==> config.mk <==
export PLATFORM = sky130hd
export DESIGN_NAME = serial_cmd_engine
export DESIGN_NICKNAME = d
export VERILOG_FILES = /design/src/rtl/serial_cmd_engine.sv
export SDC_FILE = /design/constraint.sdc
export NUM_CORES = 1
export LEC_CHECK = 0
export BUFFER_PORTS_ARGS = -buffer_cell sky130_fd_sc_hd__clkbuf_2
export CORE_ASPECT_RATIO = 1.1
export CORE_MARGIN = 2
export CORE_UTILIZATION = 55
export CTS_CLUSTER_DIAMETER = 120
export DETAILED_ROUTE_END_ITERATION = 16
export GPL_TIMING_DRIVEN = 0
export PLACE_DENSITY = 0.71
export SYNTH_ARGS = -nofsm -noshare
export SYNTH_HDL_FRONTEND = slang
export SYNTH_SLANG_ARGS = --single-unit
==> constraint.sdc <==
create_clock -name clk -period 10.3 [get_ports clk]
set_input_delay 1.03 -clock clk [delete_from_list [all_inputs] [get_ports clk]]
set_output_delay 1.03 -clock clk [all_outputs]
set_load 0.01 [all_outputs]
==> src/rtl/serial_cmd_engine.sv <==
// serial_cmd_engine: frames debugger commands arriving as UART bytes into
// cmd/addr/data transactions for the debug controller, echoes each received
// field, and returns readback data (or an all-ones error word). A command
// whose low CMD_W bits equal PROG_CMD starts counted burst programming:
// a DATA_W count N followed by N data words, written to incrementing addresses.
//
// Optional feature macro: SERIAL_CHECKSUM_EN. When defined, the final
// programming reply is the DATA_W running sum of programmed words instead of N.
//
// Ports:
//   clk, reset (async, active low)
//   rx_data/rx_valid        received byte strobe
//   tx_data/tx_start        byte transmit strobe; tx_idle from transmitter
//   ctrlr_busy, d_rd, error controller status and readback
//   cmd/addr/d_in/out_valid command issue to controller
//   timeout_err/overrun_err one-cycle abort pulses
//   busy                    high whenever not idle
module serial_cmd_engine #(
    parameter int unsigned CLK_RATE = 50,
    parameter int unsigned TIMEOUT  = 200,
    parameter int unsigned CMD_W    = 4,
    parameter int unsigned ADDR_W   = 32,
    parameter int unsigned DATA_W   = 32,
    parameter logic [7:0]  PROG_CMD = 8'hF,
    parameter logic [7:0]  WR_CMD   = 8'hC
) (
    input  logic              clk,
    input  logic              reset,
    input  logic [7:0]        rx_data,
    input  logic              rx_valid,
    output logic [7:0]        tx_data,
    output logic              tx_start,
    input  logic              tx_idle,
    input  logic              ctrlr_busy,
    input  logic [DATA_W-1:0] d_rd,
    input  logic              error,
    output logic [CMD_W-1:0]  cmd,
    output logic [ADDR_W-1:0] addr,
    output logic [DATA_W-1:0] d_in,
    output logic              out_valid,
    output logic              timeout_err,
    output logic              overrun_err,
    output logic              busy
);

    localparam int unsigned TIMEOUT_COUNT = TIMEOUT * CLK_RATE * 1000;
    localparam int unsigned TMR_W  = $clog2(TIMEOUT_COUNT + 1);
    localparam int unsigned ADDR_B = ADDR_W / 8;
    localparam int unsigned DATA_B = DATA_W / 8;
    localparam int unsigned TX_W   = (ADDR_W > DATA_W) ? ADDR_W : DATA_W;
    localparam int unsigned CNT_W  = $clog2(TX_W / 8 + 1);

    typedef enum logic [2:0] {
        S_IDLE, S_RX_ADDR, S_RX_DATA, S_CTRLR, S_PROG_CNT, S_PROG_DATA, S_PROG_WR, S_TX
    } state_e;

    state_e              state_q, state_d, ret_q, ret_d;
    logic [TMR_W-1:0]    timer_q, timer_d;
    logic [TX_W-1:0]     rx_sh_q, rx_sh_d, tx_sh_q, tx_sh_d;
    logic [CNT_W-1:0]    rx_cnt_q, rx_cnt_d, tx_left_q, tx_left_d;
    logic [7:0]          tx_data_q, tx_data_d;
    logic                tx_start_q, tx_start_d;
    logic [CMD_W-1:0]    cmd_q, cmd_d;
    logic [ADDR_W-1:0]   addr_q, addr_d;
    logic [DATA_W-1:0]   d_in_q, d_in_d;
    logic                out_valid_q, out_valid_d;
    logic                timeout_err_q, timeout_err_d;
    logic                overrun_err_q, overrun_err_d;
    logic [DATA_W-1:0]   prog_n_q, prog_n_d, words_q, words_d, hold_q, hold_d;
    logic                hold_full_q, hold_full_d;
`ifdef SERIAL_CHECKSUM_EN
    logic [DATA_W-1:0]   sum_q, sum_d;
`endif

    logic [TX_W-1:0]     rx_sh_next;
    logic [CNT_W-1:0]    last_idx;
    logic                asm_en, field_done;
    logic [DATA_W-1:0]   rx_word, issue_word, prog_reply;
    logic [7:0]          cmd_byte;

    // The byte assembler runs in every receive state, including S_PROG_WR
    // so that a word can land in the holding register while a write drains.
    assign asm_en     = (state_q == S_RX_ADDR) || (state_q == S_RX_DATA) ||
                        (state_q == S_PROG_CNT) || (state_q == S_PROG_DATA) ||
                        (state_q == S_PROG_WR);
    assign last_idx   = (state_q == S_RX_ADDR) ? CNT_W'(ADDR_B - 1) : CNT_W'(DATA_B - 1);
    assign field_done = asm_en && rx_valid && (rx_cnt_q == last_idx);
    assign rx_sh_next = (rx_sh_q << 8) | TX_W'(rx_data);
    assign rx_word    = rx_sh_next[DATA_W-1:0];

`ifdef SERIAL_CHECKSUM_EN
    assign prog_reply = sum_q;
`else
    assign prog_reply = prog_n_q;
`endif

    always_comb begin
        state_d       = state_q;
        ret_d         = ret_q;
        timer_d       = timer_q;
        rx_sh_d       = rx_sh_q;
        rx_cnt_d      = rx_cnt_q;
        tx_sh_d       = tx_sh_q;
        tx_left_d     = tx_left_q;
        tx_data_d     = tx_data_q;
        tx_start_d    = 1'b0;
        cmd_d         = cmd_q;
        addr_d        = addr_q;
        d_in_d        = d_in_q;
        out_valid_d   = 1'b0;
        timeout_err_d = 1'b0;
        overrun_err_d = 1'b0;
        prog_n_d      = prog_n_q;
        words_d       = words_q;
        hold_d        = hold_q;
        hold_full_d   = hold_full_q;
`ifdef SERIAL_CHECKSUM_EN
        sum_d         = sum_q;
`endif
        cmd_byte                = '0;
        cmd_byte[CMD_W-1:0]     = rx_data[CMD_W-1:0];
        issue_word              = hold_full_q ? hold_q : rx_word;

        if (asm_en && rx_valid) begin
            if (field_done) begin
                rx_sh_d  = '0;
                rx_cnt_d = '0;
            end else begin
                rx_sh_d  = rx_sh_next;
                rx_cnt_d = rx_cnt_q + CNT_W'(1);
            end
        end

        unique case (state_q)
            S_IDLE: begin
                if (rx_valid) begin
                    rx_sh_d  = '0;
                    rx_cnt_d = '0;
                    if (rx_data[CMD_W-1:0] == PROG_CMD[CMD_W-1:0]) begin
                        cmd_d       = WR_CMD[CMD_W-1:0];
                        addr_d      = '0;
                        words_d     = '0;
                        hold_full_d = 1'b0;
`ifdef SERIAL_CHECKSUM_EN
                        sum_d       = '0;
`endif
                        state_d     = S_PROG_CNT;
                    end else begin
                        cmd_d                = rx_data[CMD_W-1:0];
                        tx_sh_d              = '0;
                        tx_sh_d[TX_W-1 -: 8] = cmd_byte;
                        tx_left_d            = CNT_W'(1);
                        ret_d                = S_RX_ADDR;
                        state_d              = S_TX;
                    end
                end
            end
            S_RX_ADDR: begin
                if (field_done) begin
                    addr_d                    = rx_sh_next[ADDR_W-1:0];
                    tx_sh_d                   = '0;
                    tx_sh_d[TX_W-1 -: ADDR_W] = rx_sh_next[ADDR_W-1:0];
                    tx_left_d                 = CNT_W'(ADDR_B);
                    ret_d                     = S_RX_DATA;
                    state_d                   = S_TX;
                end
            end
            S_RX_DATA: begin
                if (field_done) begin
                    d_in_d                    = rx_word;
                    tx_sh_d                   = '0;
                    tx_sh_d[TX_W-1 -: DATA_W] = rx_word;
                    tx_left_d                 = CNT_W'(DATA_B);
                    ret_d                     = S_CTRLR;
                    state_d                   = S_TX;
                end
            end
            S_CTRLR: begin
                // busy from the controller is not yet valid in the issue cycle
                if (!out_valid_q && !ctrlr_busy) begin
                    tx_sh_d                   = '0;
                    tx_sh_d[TX_W-1 -: DATA_W] = error ? {DATA_W{1'b1}} : d_rd;
                    tx_left_d                 = CNT_W'(DATA_B);
                    ret_d                     = S_IDLE;
                    state_d                   = S_TX;
                end
            end
            S_PROG_CNT: begin
                if (field_done) begin
                    if (rx_word == '0) begin
                        tx_sh_d   = '0;
                        tx_left_d = CNT_W'(DATA_B);
                        ret_d     = S_IDLE;
                        state_d   = S_TX;
                    end else begin
                        prog_n_d  = rx_word;
                        state_d   = S_PROG_DATA;
                    end
                end
            end
            S_PROG_DATA: begin
                if (hold_full_q || field_done) begin
                    d_in_d      = issue_word;
                    out_valid_d = 1'b1;
                    state_d     = S_PROG_WR;
`ifdef SERIAL_CHECKSUM_EN
                    sum_d       = sum_q + issue_word;
`endif
                    // a word finishing while the held one is consumed refills it
                    hold_full_d = hold_full_q && field_done;
                    if (hold_full_q && field_done) hold_d = rx_word;
                end
            end
            S_PROG_WR: begin
                if (field_done && hold_full_q) begin
                    overrun_err_d = 1'b1;
                    hold_full_d   = 1'b0;
                    state_d       = S_IDLE;
                end else begin
                    if (field_done) begin
                        hold_d      = rx_word;
                        hold_full_d = 1'b1;
                    end
                    if (!out_valid_q && !ctrlr_busy) begin
                        addr_d  = addr_q + ADDR_W'(DATA_B);
                        words_d = words_q + DATA_W'(1);
                        if (words_q + DATA_W'(1) == prog_n_q) begin
                            tx_sh_d                   = '0;
                            tx_sh_d[TX_W-1 -: DATA_W] = prog_reply;
                            tx_left_d                 = CNT_W'(DATA_B);
                            ret_d                     = S_IDLE;
                            state_d                   = S_TX;
                        end else begin
                            state_d = S_PROG_DATA;
                        end
                    end
                end
            end
            S_TX: begin
                if (!tx_start_q && tx_idle) begin
                    if (tx_left_q != '0) begin
                        tx_start_d = 1'b1;
                        tx_data_d  = tx_sh_q[TX_W-1 -: 8];
                        tx_sh_d    = tx_sh_q << 8;
                        tx_left_d  = tx_left_q - CNT_W'(1);
                    end else begin
                        state_d = ret_q;
                        if (ret_q == S_CTRLR) out_valid_d = 1'b1;
                    end
                end
            end
            default: state_d = S_IDLE;
        endcase

        // Inactivity timer; an arriving byte always beats expiry.
        if (state_q == S_IDLE || rx_valid || tx_start_q || state_d != state_q) begin
            timer_d = '0;
        end else if (timer_q == TMR_W'(TIMEOUT_COUNT - 1)) begin
            timer_d       = '0;
            timeout_err_d = 1'b1;
            tx_start_d    = 1'b0;
            out_valid_d   = 1'b0;
            rx_sh_d       = '0;
            rx_cnt_d      = '0;
            hold_full_d   = 1'b0;
            state_d       = S_IDLE;
        end else begin
            timer_d = timer_q + TMR_W'(1);
        end

        if (state_d == S_IDLE && state_q != S_IDLE) begin
            rx_sh_d  = '0;
            rx_cnt_d = '0;
        end
    end

    always_ff @(posedge clk or negedge reset) begin
        if (!reset) begin
            state_q       <= S_IDLE;
            ret_q         <= S_IDLE;
            timer_q       <= '0;
            rx_sh_q       <= '0;
            rx_cnt_q      <= '0;
            tx_sh_q       <= '0;
            tx_left_q     <= '0;
            tx_data_q     <= '0;
            tx_start_q    <= 1'b0;
            cmd_q         <= '0;
            addr_q        <= '0;
            d_in_q        <= '0;
            out_valid_q   <= 1'b0;
            timeout_err_q <= 1'b0;
            overrun_err_q <= 1'b0;
            prog_n_q      <= '0;
            words_q       <= '0;
            hold_q        <= '0;
            hold_full_q   <= 1'b0;
`ifdef SERIAL_CHECKSUM_EN
            sum_q         <= '0;
`endif
        end else begin
            state_q       <= state_d;
            ret_q         <= ret_d;
            timer_q       <= timer_d;
            rx_sh_q       <= rx_sh_d;
            rx_cnt_q      <= rx_cnt_d;
            tx_sh_q       <= tx_sh_d;
            tx_left_q     <= tx_left_d;
            tx_data_q     <= tx_data_d;
            tx_start_q    <= tx_start_d;
            cmd_q         <= cmd_d;
            addr_q        <= addr_d;
            d_in_q        <= d_in_d;
            out_valid_q   <= out_valid_d;
            timeout_err_q <= timeout_err_d;
            overrun_err_q <= overrun_err_d;
            prog_n_q      <= prog_n_d;
            words_q       <= words_d;
            hold_q        <= hold_d;
            hold_full_q   <= hold_full_d;
`ifdef SERIAL_CHECKSUM_EN
            sum_q         <= sum_d;
`endif
        end
    end

    assign tx_data     = tx_data_q;
    assign tx_start    = tx_start_q;
    assign cmd         = cmd_q;
    assign addr        = addr_q;
    assign d_in        = d_in_q;
    assign out_valid   = out_valid_q;
    assign timeout_err = timeout_err_q;
    assign overrun_err = overrun_err_q;
    assign busy        = (state_q != S_IDLE);

endmodule

==> results.yml <==
sta:
  max_clock_freq_mhz: 164
  tightest_slew_ps: 1140
  fin_crit_ps: 6090
  hold_violations: 0
  tns_ps: 0
  finalSetupViolCount: 0
  relSlewSlack_pct: 23.4
  drv_slew: 0
  rsz0062_at_grt: "false"
  min_period_over_period_pct: 59.1
  fin_skew_ps: 16.9
synth:
  ys_types: 75
  synth_seq_cells: 268
  synth_area_um2: 14700
  async_flop_share_pct: 100
  yosys_warnings: 0
  ys.flop_type: "dfrtp_1"
  syn_nets: 1680
  ys_seq_area_share_pct: 45.5
  syn-instance-count: 1622
  avgSynthCellArea_um2: 9.09
  synth-edff-count: 0
setup_path:
  rrSetupSlack_ps: 4210
  worstPathRequired_ps: 10780
  critical_path_arrival_ps: 6580
  rr_worst_depth: 17
  worst-path-max-fanout: 10
  critPathCaptureType: "flip-flop"
  critPathKind: "reg -> reg"
  crit_path_start_kind: "flip-flop"
  r2r-end: "rx_sh_q[7]$_DFF_PN0_"
  r2r_start: "state_q[0]$_DFF_PN0_"
clocking:
  clkTransAtPathRegs_ps: 60
  htreeDepth: 1
  cts_root_buf: "clkbuf_16"
  cts_tree: "done"
  post_cts_buffers: 0
  cts_sinks: 268
  cts_hold_buf: 0
  clk_latency_ps: 570
  cts_buffers: 30
  cts_resized: 0
  cts_buffer_depth: 3
run:
  maxCapViolCount: 0
floorplan:
  initial_core_util_pct: 56.2
  num_rows: 62
  core-area_um2: 26200
  die_x_um: 160
  num_io_pins: 127
  die_y_um: 176
  die-area_um2: 28100
drt:
  dr.pass1.iters: 5
  routedWlPerCell_um: 22.3
  drt_iter0_markers: 1297
  drc: 0
  vias: 13400
  drt_wl_total_um: 48000
  drtAntennaViolNets: 0
  via_per_inst: 6.23
power:
  p_leak_nw: 7.73
  power_mw: 4.69
  powerDensity_nw_per_um2: 278
  max-vdd-ir-drop_mv: 0.156
global_routing:
  grt_pass1_vias: 13200
  grt_usage_pct: 34.0
  grt_overflow: 0
  grt_pass1_wl_um: 74800
  grt_antenna_before_repair: 2
  grt_max_degree: 105
outcome:
  run_status: "finished clean"
layout:
  syn_to_final_growth_pct: 14.6
  drive_gt1_share_pct: 17.2
  diodes: 0
  nNetsFinal: 1836
placed_design:
  place.gp.congestion: 0.967
  io_buffers: 122
  dp_hpwl_um: 34400
worst_hold_path:
  hold_class: "in -> async"
worst max-delay path by stage:
| stage | endpoint | start | slack [ps] |
|---|---|---|---|
| after floorplan | rx_sh_q[10]$_DFF_PN0_ | rx_valid | 6300 |
| after global placement | timer_q[12]$_DFF_PN0_ | reset | 2500 |
| after detailed placement | rx_sh_q[18]$_DFF_PN0_ | state_q[0]$_DFF_PN0_ | 4420 |
| after CTS | rx_sh_q[18]$_DFF_PN0_ | state_q[0]$_DFF_PN0_ | 4380 |
| after global routing | rx_sh_q[3]$_DFF_PN0_ | state_q[0]$_DFF_PN0_ | 4080 |
| final | rx_sh_q[7]$_DFF_PN0_ | state_q[0]$_DFF_PN0_ | 4210 |
kinds of logic after synthesis:
family                   count (synthesis)  share of synthesized area, %
AO/OA/AOI/OAI                          437                          17.4
XOR/XNOR                                60                          3.56
adder cells (fa/ha/maj)                 15                          1.22
buffers and inverters                  161                          4.40
flip-flops                             268                          45.5
multiplexers                           136                          10.1
AND/OR/NAND/NOR                        545                          17.8
through the flow:
step | utilization, % | hold WS (ps) | worst slack, ps | cells | cell area [um^2]
global route | 64.4 | 499 | 4080 | 2154 | 16900
finish | 64.4 | 464 | 4210 | 2154 | 16900
floorplan | - | 444 | 6300 | 1622 | 14700
CTS | 64.4 | 483 | 4380 | 2154 | 16900
global placement | 60.2 | 456 | 2500 | 2096 | 15800
detailed placement | 60.5 | 469 | 4420 | 2098 | 15900
critical path, cell delays in order (launching register included):
cell      delay (ps)
dfrtp_1          470
clkbuf_1         390
buf_1            530
nand2_1          410
nand3_1          410
inv_1            130
ha_1             250
nor3_1           880
and3_1           260
clkbuf_1         310
nor4_1           130
o211ai_1         310
nor2b_1           80
clkbuf_1         280
a31o_2           340
nand3b_1         320
clkbuf_1         300
a21oi_1          200
layout by cell type (no fill, tap or decap), drive strengths merged, types with 6 or more instances in the layout:
cell / count
and2: 12
nor2b: 9
mux2i: 35
clkinv: 11
xor2: 29
dfrtp: 268
nand4: 27
nand2: 202
o22ai: 10
a21oi: 77
nor4: 28
nor3b: 6
o221ai: 6
xnor2: 31
and4: 8
mux2: 101
a31oi: 13
clkbuf: 257
ha: 12
o21ai: 222
o31ai: 16
and3: 22
a22oi: 41
nand3: 41
inv: 30
buf: 38
nor3: 31
nor2: 136
layer usage:
layer	wire, um	up-vias	track usage (%)
met5	11	-	0
met4	2960	2	19.4
met3	3060	164	4.68
met2	22900	574	57.0
met1	19000	6578	42.4
li1	-	6104	-
cells in the mapped netlist (10+ instances only):
cell | count | share of area [%]
ha_1 | 12 | 1.0
nand2_1 | 202 | 5.1
and2_1 | 11 | 0.47
nor4_1 | 24 | 1.0
o22ai_1 | 10 | 0.42
mux2i_1 | 35 | 2.4
o31ai_1 | 16 | 0.81
a21oi_1 | 77 | 2.6
and3_1 | 22 | 0.93
inv_1 | 29 | 0.74
xor2_1 | 29 | 1.7
nor2_1 | 136 | 3.5
nand3_1 | 39 | 1.3
dfrtp_1 | 268 | 45
a22oi_1 | 41 | 2.1
clkbuf_1 | 94 | 2.4
nand4_1 | 24 | 1.0
xnor2_1 | 31 | 1.8
buf_1 | 20 | 0.51
a31oi_1 | 13 | 0.55
mux2_2 | 100 | 7.6
o21ai_0 | 214 | 7.3
nor3_1 | 29 | 0.98
flip-flops by register name, indices dropped and copies added, names as in the netlist:
| name | cells |
|---|---|
| addr | 32 |
| d_in | 32 |
| hold_q | 32 |
| prog_n_q | 32 |
| tx_sh_q | 32 |
| words_q | 32 |
| rx_sh_q | 24 |
| timer_q | 24 |
| tx_data | 8 |
| cmd | 4 |
| rx_cnt_q | 3 |
| state_q | 3 |
| tx_left_q | 3 |
| ret_q | 2 |
| hold_full_q | 1 |
| out_valid | 1 |
| overrun_err | 1 |
| timeout_err | 1 |
| tx_start | 1 |
where the power goes:
| group | switching, mW | internal, mW | leakage (nW) |
|---|---|---|---|
| sequential | 0.302 | 1.37 | 3.57 |
| clock | 0.459 | 0.673 | 0.512 |
| combinational | 1.20 | 0.681 | 3.65 |
final cells by class:
class                   count  area, um^2
multi-input cells        1193        7390
fillers                  2259        9320
flip-flops and latches    268        6710
clock inverters            15         196
clock buffers              41         842
inverters                  31         116
repair buffers            124         674
plain buffers             130         533
well taps                 352         440
Note: power is estimated with default switching activity, not from simulation.
